**src/rtl/systolic_mm_engine.sv**
```systemverilog
// rtl/systolic_mm_engine.sv - output-stationary systolic matrix-multiply engine
//
// Streams K column/row operand pairs into a NUM_ROW x NUM_COL grid of
// multiply-accumulate cells, flushes the skewed wavefront, then drains the
// accumulators one result row at a time over a valid/ready handshake.
//
// Ports:
//   clk, rst           clock (rising edge), asynchronous active-low reset
//   start, k_len       begin a job (IDLE only); inner length K (0 means 1)
//   accumulate         1 = sum onto held results, 0 = clear at start
//   in_valid/in_ready  operand vector handshake (left_inputs = A column k,
//                      top_inputs = B row k, element i at slice i)
//   out_valid/out_ready result row handshake; out_row_idx, out_data
//   busy, done         not-IDLE flag; one-cycle completion pulse
//   cycles_count       clocks from start acceptance to done
module systolic_mm_engine #(
    parameter int NUM_ROW       = 4,
    parameter int NUM_COL       = 4,
    parameter int IN_WORD_SIZE  = 8,
    parameter int OUT_WORD_SIZE = 24,
    parameter int K_WIDTH       = 8,
    localparam int ROW_W        = (NUM_ROW > 1) ? $clog2(NUM_ROW) : 1
) (
    input  logic                             clk,
    input  logic                             rst,
    input  logic                             start,
    input  logic [K_WIDTH-1:0]               k_len,
    input  logic                             accumulate,
    input  logic                             in_valid,
    output logic                             in_ready,
    input  logic [NUM_ROW*IN_WORD_SIZE-1:0]  left_inputs,
    input  logic [NUM_COL*IN_WORD_SIZE-1:0]  top_inputs,
    output logic                             out_valid,
    input  logic                             out_ready,
    output logic [ROW_W-1:0]                 out_row_idx,
    output logic [NUM_COL*OUT_WORD_SIZE-1:0] out_data,
    output logic                             busy,
    output logic                             done,
    output logic [OUT_WORD_SIZE-1:0]         cycles_count
);

    localparam int FLUSH_LEN = NUM_ROW + NUM_COL - 1;
    localparam int FLUSH_W   = (FLUSH_LEN > 1) ? $clog2(FLUSH_LEN) : 1;

    typedef enum logic [2:0] {IDLE, LOAD, FLUSH, DRAIN, DONE} state_t;

    state_t               state_q, state_d;
    logic [K_WIDTH-1:0]   k_lat;
    logic [K_WIDTH-1:0]   k_cnt;
    logic [FLUSH_W-1:0]   flush_cnt;
    logic [ROW_W-1:0]     row_cnt;
    logic                 accept;
    logic                 clear_acc;

    // Operand entering PE(r,c) and each PE's accumulator.
    logic [IN_WORD_SIZE-1:0]  a_bus  [NUM_ROW][NUM_COL];
    logic [IN_WORD_SIZE-1:0]  b_bus  [NUM_ROW][NUM_COL];
    logic [OUT_WORD_SIZE-1:0] acc_w  [NUM_ROW][NUM_COL];
    logic [IN_WORD_SIZE-1:0]  feed_a [NUM_ROW];
    logic [IN_WORD_SIZE-1:0]  feed_b [NUM_COL];

    assign in_ready    = (state_q == LOAD);
    assign accept      = in_valid && in_ready;
    assign clear_acc   = (state_q == IDLE) && start && !accumulate;
    assign out_valid   = (state_q == DRAIN);
    assign out_row_idx = row_cnt;
    assign busy        = (state_q != IDLE);
    assign done        = (state_q == DONE);

    always_ff @(posedge clk or negedge rst) begin
        if (!rst) state_q <= IDLE;
        else      state_q <= state_d;
    end

    always_comb begin
        state_d = state_q;
        case (state_q)
            IDLE:  if (start) state_d = LOAD;
            LOAD:  if (accept && (k_cnt == k_lat - 1'b1)) state_d = FLUSH;
            FLUSH: if (flush_cnt == FLUSH_W'(FLUSH_LEN - 1)) state_d = DRAIN;
            DRAIN: if (out_ready && (row_cnt == ROW_W'(NUM_ROW - 1))) state_d = DONE;
            DONE:  state_d = IDLE;
            default: state_d = IDLE;
        endcase
    end

    always_ff @(posedge clk or negedge rst) begin
        if (!rst) begin
            k_lat        <= '0;
            k_cnt        <= '0;
            flush_cnt    <= '0;
            row_cnt      <= '0;
            cycles_count <= '0;
        end else begin
            if (state_q == IDLE && start) begin
                k_lat        <= (k_len == '0) ? K_WIDTH'(1) : k_len;
                k_cnt        <= '0;
                cycles_count <= '0;
            end else if (state_q != IDLE && state_q != DONE) begin
                cycles_count <= cycles_count + 1'b1;
            end
            if (accept) k_cnt <= k_cnt + 1'b1;
            flush_cnt <= (state_q == FLUSH) ? flush_cnt + 1'b1 : '0;
            if (state_q == DRAIN) begin
                if (out_ready)
                    row_cnt <= (row_cnt == ROW_W'(NUM_ROW - 1)) ? '0 : row_cnt + 1'b1;
            end else begin
                row_cnt <= '0;
            end
        end
    end

    // Bubbles and non-LOAD cycles inject zeros, which leave accumulators untouched.
    always_comb begin
        for (int r = 0; r < NUM_ROW; r++)
            feed_a[r] = accept ? left_inputs[r*IN_WORD_SIZE +: IN_WORD_SIZE] : '0;
        for (int c = 0; c < NUM_COL; c++)
            feed_b[c] = accept ? top_inputs[c*IN_WORD_SIZE +: IN_WORD_SIZE] : '0;
    end

    // Row r is delayed r cycles so A(r,k) meets B(k,c) in PE(r,c).
    for (genvar gr = 0; gr < NUM_ROW; gr++) begin : g_row_skew
        if (gr == 0) begin : g_direct
            assign a_bus[gr][0] = feed_a[gr];
        end else begin : g_delay
            logic [IN_WORD_SIZE-1:0] sh [gr];
            always_ff @(posedge clk or negedge rst) begin
                if (!rst) begin
                    for (int i = 0; i < gr; i++) sh[i] <= '0;
                end else begin
                    sh[0] <= feed_a[gr];
                    for (int i = 1; i < gr; i++) sh[i] <= sh[i-1];
                end
            end
            assign a_bus[gr][0] = sh[gr-1];
        end
    end

    for (genvar gc = 0; gc < NUM_COL; gc++) begin : g_col_skew
        if (gc == 0) begin : g_direct
            assign b_bus[0][gc] = feed_b[gc];
        end else begin : g_delay
            logic [IN_WORD_SIZE-1:0] sh [gc];
            always_ff @(posedge clk or negedge rst) begin
                if (!rst) begin
                    for (int i = 0; i < gc; i++) sh[i] <= '0;
                end else begin
                    sh[0] <= feed_b[gc];
                    for (int i = 1; i < gc; i++) sh[i] <= sh[i-1];
                end
            end
            assign b_bus[0][gc] = sh[gc-1];
        end
    end

    for (genvar gr = 0; gr < NUM_ROW; gr++) begin : g_pe_row
        for (genvar gc = 0; gc < NUM_COL; gc++) begin : g_pe_col
            logic [OUT_WORD_SIZE-1:0] acc_q;
            logic [OUT_WORD_SIZE-1:0] prod;
            assign prod = OUT_WORD_SIZE'(a_bus[gr][gc]) * OUT_WORD_SIZE'(b_bus[gr][gc]);

            always_ff @(posedge clk or negedge rst) begin
                if (!rst)           acc_q <= '0;
                else if (clear_acc) acc_q <= '0;
                else                acc_q <= acc_q + prod;
            end
            assign acc_w[gr][gc] = acc_q;

            // Edge cells have no neighbour to forward to.
            if (gc < NUM_COL - 1) begin : g_fwd_a
                logic [IN_WORD_SIZE-1:0] a_q;
                always_ff @(posedge clk or negedge rst) begin
                    if (!rst) a_q <= '0;
                    else      a_q <= a_bus[gr][gc];
                end
                assign a_bus[gr][gc+1] = a_q;
            end
            if (gr < NUM_ROW - 1) begin : g_fwd_b
                logic [IN_WORD_SIZE-1:0] b_q;
                always_ff @(posedge clk or negedge rst) begin
                    if (!rst) b_q <= '0;
                    else      b_q <= b_bus[gr][gc];
                end
                assign b_bus[gr+1][gc] = b_q;
            end
        end
    end

    always_comb begin
        out_data = '0;
        for (int c = 0; c < NUM_COL; c++)
            out_data[c*OUT_WORD_SIZE +: OUT_WORD_SIZE] = acc_w[row_cnt][c];
    end

endmodule

```
**config.mk**
```make
export PLATFORM = sky130hd
export DESIGN_NAME = systolic_mm_engine
export DESIGN_NICKNAME = d
export VERILOG_FILES = /design/src/rtl/systolic_mm_engine.sv
export SDC_FILE = /design/constraint.sdc
export NUM_CORES = 2
export LEC_CHECK = 0
export BUFFER_PORTS_ARGS = -buffer_cell sky130_fd_sc_hd__buf_4
export CAP_MARGIN = 10
export CORE_ASPECT_RATIO = 0.7
export CORE_MARGIN = 1
export CORE_UTILIZATION = 60
export CTS_CLUSTER_DIAMETER = 120
export DETAILED_ROUTE_END_ITERATION = 10
export PLACE_DENSITY = 0.77
export SYNTH_ARGS = -nofsm -noshare
export SYNTH_HDL_FRONTEND = slang
export SYNTH_SLANG_ARGS = --single-unit
```
**constraint.sdc**
```tcl
create_clock -name clk -period 6.56 [get_ports clk]
set_input_delay 0.328 -clock clk [delete_from_list [all_inputs] [get_ports clk]]
set_output_delay 0.328 -clock clk [all_outputs]
set_load 0.03 [all_outputs]
```
# After elaboration in Yosys (flattened, before gate mapping)
# Index checks and enable logic that the tools add are counted.
# W data, S select, Z words.
dict set report op_classes {
  mul 16
  muxes 41
  bitwise 1
  n_reduce_logical 13
  n_addsub 21
  eq_ne 13
  order_cmp 1
}
# cell n
set op_table {}
lappend op_table {{$mux W24} 18}
lappend op_table {{$add A24 B16 Y24} 16}
lappend op_table {{$mul A8 B8 Y16} 16}
lappend op_table {{$bmux W96 S2} 1}
lappend op_table {{$mux W96} 2}
lappend op_table {{$mux W8} 11}
lappend op_table {{$add A24 B1 Y24 const B} 1}
lappend op_table {{$mux W3} 5}
lappend op_table {{$pmux W3 S4} 1}
lappend op_table {{$add A8 B1 Y8 const B} 1}
lappend op_table {{$eq A8 B8 Y1} 1}
lappend op_table {{$logic_not A8 Y1} 1}
lappend op_table {{$sub A8 B1 Y8 const B} 1}
lappend op_table {{$eq A3 B2 Y1 const B} 2}
lappend op_table {{$eq A3 B3 Y1 const B} 2}
lappend op_table {{$logic_and A1 B1 Y1} 6}
lappend op_table {{$mux W2} 3}
lappend op_table {{$ne A2 B1 Y1 const B} 3}
lappend op_table {{$ne A2 B2 Y1 const B} 2}
lappend op_table {{$reduce_and A4 Y1} 1}
lappend op_table {{$reduce_bool A2 Y1} 2}
lappend op_table {{$add A3 B1 Y3 const B} 1}
lappend op_table {{$eq A3 B1 Y1 const B} 1}
lappend op_table {{$ge A3 B3 Y1 const B} 1}
lappend op_table {{other kinds (7)} 7}
dict set report totals {
  input_bits 78
  out_inout_bits 126
  reg_bits 720
}

# Logic depth before layout (Yosys ltp)
dict set report depth {
  depth_word 6
  depth_mapped 23
}

# Least setup slack after synthesis
# Ideal clock, no wire load.
dict set report synth_timing {
  kind {register to register}
  startpoint {register state_q[0]}
  endpoint {register g_pe_row[0].g_pe_col[0].acc_q[19]}
  n_path_buf 2
  stages_incl_launch_ff 22
  setup_slack_ps 1247
  synth_period_minus_slack_ps 5313
  setup_time_ps 79
  arrival_ps 5234
  cell_sequence {dfrtp_1 nor2b_1 nor2b_1 clkbuf_1 and3_1 clkbuf_1 nand2_1 fa_1 inv_1 fa_1 fa_1 inv_1 fa_1 inv_1 ha_1 o21a_1 o31a_1 o21ai_0 o21ai_0 nand4_1 a21boi_0 mux2i_1}
}
# item line
set synth_lines {}
lappend synth_lines {{start: declaration} 47} ;# state_t state_q, state_d;
lappend synth_lines {{start signal: assignment} 72} ;# else state_q <= state_d;
lappend synth_lines {{end signal: assignment} 165} ;# else acc_q <= acc_q + prod;
lappend synth_lines {{end: declaration} 158} ;# logic [OUT_WORD_SIZE-1:0] acc_q;

# Final worst setup path
dict set report layout_timing {
  startpoint {register state_q[0]}
  endpoint {register g_pe_row[0].g_pe_col[0].acc_q[19]}
}
dict set report layout_between {
  elab_chain_len 6
  elab_cells_between_ends 10
  cone_classes {add/sub (1); mul (1); eq/ne (1); mux (3); reduce/logical (4)}
}
# item line
set layout_lines {}
lappend layout_lines {{$eq A3 B1 Y1} 62} ;# assign in_ready = (state_q == LOAD);
lappend layout_lines {{$logic_and A1 B1 Y1} 63} ;# assign accept = in_valid && in_ready;
lappend layout_lines {{$mux W8, on equally long branches} {116, 118}}
lappend layout_lines {{$mul A8 B8 Y16} 160} ;# assign prod = OUT_WORD_SIZE'(a_bus[gr][gc]) * OUT_WORD_SIZE'(b_bus[gr][gc]);
lappend layout_lines {{$add A24 B16 Y24} 165}
lappend layout_lines {{$mux W24 *} 164} ;# else if (clear_acc) acc_q <= '0;
# Every way passes the cells marked *; elsewhere a longest branch is shown, timed or not.
# A chain may end at the register's enable or synchronous reset.

==> metrics <==
status=finished clean; port bufs=203; Sw Ratio=0.475; pwr dens=415 nW/µm²; largest net degree at the start of global routing=158; Setup WS pre-CTS=0.580 ns; Die Y=281 µm; CP Capture Type=flop; CTS H-tree lvls=3; total grt overflow=0; Clock transition at path regs=0.07 ns; clk_skew=0.0246 ns; synth top area cells=dfrtp_1, fa_1, ha_1; Yosys reg bits=720; Multi-input gate area=43500 µm²; CTS tree=done; Final Max Slew Viols=0; post-detail-place hpwl=133000 µm; register area=18000 µm²; first-pass GRT wire length=280000 µm; Post-synth EDFFs=0; CTS Buffer Depth=3; Placement Rows=102; post-DR vias/cell=5.76; Post-CTS Setup Bufs=0; Seq/Total Area, Yosys=0.269; Yosys top cell by area=dfrtp_1; Initial DRT Pass Iterations=6; Post-route DRC=0; Post-Syn Instances=6698; clock power share=0.153; IO Pins=204; initial antenna violation count=8; Net Sw Power=14400 µW; Core Area=111000 µm²; Hold Fails Final Rpt=0; Fmax=0.165 GHz; R2R setup slack=0.52 ns; vias in the first global route=49800; worst-path fanout max=19; clock period minus worst slack=6.04 ns; TNS Setup=0 ns; Slew @ Worst Pin=1.05 ns; routability congestion estimate=0.942; Hold Path Class=in -> reg; clk root buf=clkbuf_16; worst vdd ir=0.000358 V; Starting Density=0.606; GRT Overall Usage=0.318; Syn Nets=8238; Top FF cell, synth=dfrtp_1; CTS Buf Count=78; area share of the leading cell type in the synthesized netlist=0.269; die area=113000 µm²; Setup CP Type=reg -> reg; yosys warns=0; synth unique cells=79; Worst-Skew Late Latency=0.68 ns; RSZ-0062 raised after global routing=false; static leakage=0.0377 µW; total wire length=173000 µm; share of cells above drive strength 1=0.0683; drt wl/cell=20.5 µm; Final period util=0.921; share of power burned in registers=0.280; critical path required time=7.16 ns; fillers=8541; Worst Setup Start Kind=flop; via count=48554; endpoints failing setup=0; CTS resizes=0; P&R area growth vs syn=9.17%; synthesized cell area=66900 µm²; die width=401 µm; Hold Worst Slack=0.0309 ns; post-route setup slack=0.516 ns; nets=8449; top-count cell post-synth=inv_1; remaining antenna violation count=0; Avg Cell Area, Syn=9.99 µm²; max_cap viols=0; hold_buf cts=54; worst relative slew slack=0.301; top cells by count, synth=inv_1, fa_1, dfrtp_1; crit path DAT=6.64 ns; Combinational Power Share=0.567; Clock Sinks=720; post-synthesis async set-or-reset flop share=1.00; Internal Power=15900 µW; DR iter-0 viols=3831
-- cell usage in the layout (no fill, tap or decap), drive strengths merged, types with 16 or more instances in the layout --
cell type / n
o21a: 54
and3: 109
xnor2: 92
or3: 16
o211ai: 26
o21ai: 150
a211oi: 54
o21bai: 22
and2: 562
a21oi: 134
nand2b: 42
mux4: 96
nand2: 701
nand4: 25
dfrtp: 720
clkbuf: 106
xor2: 152
nor2b: 26
fa: 800
nor2: 373
buf: 221
nand3: 46
inv: 1279
dlygate4sd3: 54
a21o: 100
a31oi: 35
mux2i: 18
ha: 662
nor3: 59
-- state kept, by name, summed over array words and instances (netlist names) --
register,flops
g_pe_row.g_pe_col.acc_q,384
b_bus,16
cycles_count,24
g_row_skew.g_delay.sh,32
k_lat,8
flush_cnt,3
k_cnt,8
g_col_skew.g_delay.sh,32
a_bus,16
g_pe_row.g_pe_col.g_fwd_a.a_q,96
state_q,3
g_pe_row.g_pe_col.g_fwd_b.b_q,96
out_row_idx,2
-- area by class of cell --
cell class | instances | share of cell area
inverters | 1274 | 0.0654
repair buffers | 275 | 0.0309
flip-flops and latches | 720 | 0.247
clock buffers | 106 | 0.0307
multi-input cells | 4560 | 0.596
well taps | 1456 | 0.0249
diodes | 7 | 0.000240
clock inverters | 32 | 0.00515
-- worst max-delay path: stages (launching register included) --
cell      delay [ns]
dfrtp_1         0.42
nor2b_1         0.26
nor2b_4         0.30
buf_4           0.35
and3_1          0.37
nand2_1         0.11
fa_1            0.46
fa_1            0.50
inv_1           0.06
fa_1            0.49
inv_1           0.05
fa_1            0.47
inv_1           0.04
ha_1            0.34
o21a_1          0.14
o31a_1          0.19
o21ai_0         0.16
o21ai_0         0.51
nand4_1         0.25
a21boi_0        0.30
mux2i_1         0.21
-- through the flow --
| stage | std cells | total power [µW] | cell area (µm²) | utilization |
|---|---|---|---|---|
| after floorplan | 6698 | 20100 | 66900 | - |
| after global placement | 8231 | 24700 | 69900 | 0.632 |
| after detailed placement | 8231 | 25400 | 69900 | 0.632 |
| after CTS | 8423 | 30300 | 73100 | 0.661 |
| after global routing | 8423 | 33100 | 73100 | 0.661 |
| final | 8430 | 30300 | 73100 | 0.661 |
-- cell families (layout without fill, tap and decap cells) --
family | count (synthesis) | in the layout | share of synthesized area
compound gates | 697 | 697 | 0.0694
xor+xnor | 244 | 244 | 0.0319
fa+ha+maj | 1462 | 1462 | 0.363
buf+inv | 1418 | 1687 | 0.0804
flops | 720 | 720 | 0.269
mux | 114 | 114 | 0.0350
other cells | 0 | 7 | 0
simple gates | 2043 | 2043 | 0.151
-- layer usage --
metal  vias up  share of wire  wire length (µm)  track usage
met4         4          0.029              4960       0.0876
met3       283          0.088             15200       0.0687
met5         -        0.00012                21            0
li1      21722              -                 -            -
met1     24643           0.44             76100        0.469
met2      1902           0.44             76500        0.475
-- power by group through the flow --
stage,clock (µW),sequential (µW),combinational [µW]
after floorplan,0,7140,13000
after global routing,4870,8650,19500
after detailed placement,0,8460,16900
final,4640,8500,17200
after global placement,0,8400,16300
after CTS,4710,8400,17200
-- path summary, 6_finish.rpt --
path | end | depth (start not counted) | from
worst max register to register | g_pe_row[0].g_pe_col[0].acc_q[19]$_DFF_PN0_ | 20 | state_q[0]$_DFFE_PN0P_
worst min register to register | a_bus[29]$_DFF_PN0_ | 0 | g_row_skew[3].g_delay.sh[13]$_DFF_PN0_
min in group asynchronous | g_pe_row[0].g_pe_col[3].acc_q[3]$_DFF_PN0_ | 2 | rst
worst max-delay path | g_pe_row[0].g_pe_col[0].acc_q[19]$_DFF_PN0_ | 20 | state_q[0]$_DFFE_PN0P_
worst min-delay path | g_col_skew[1].g_delay.sh[6]$_DFF_PN0_ | 2 | top_inputs[14]
max in group asynchronous | out_row_idx[0]$_DFFE_PN0P_ | 3 | rst
Power figures use the tool's default switching activity.
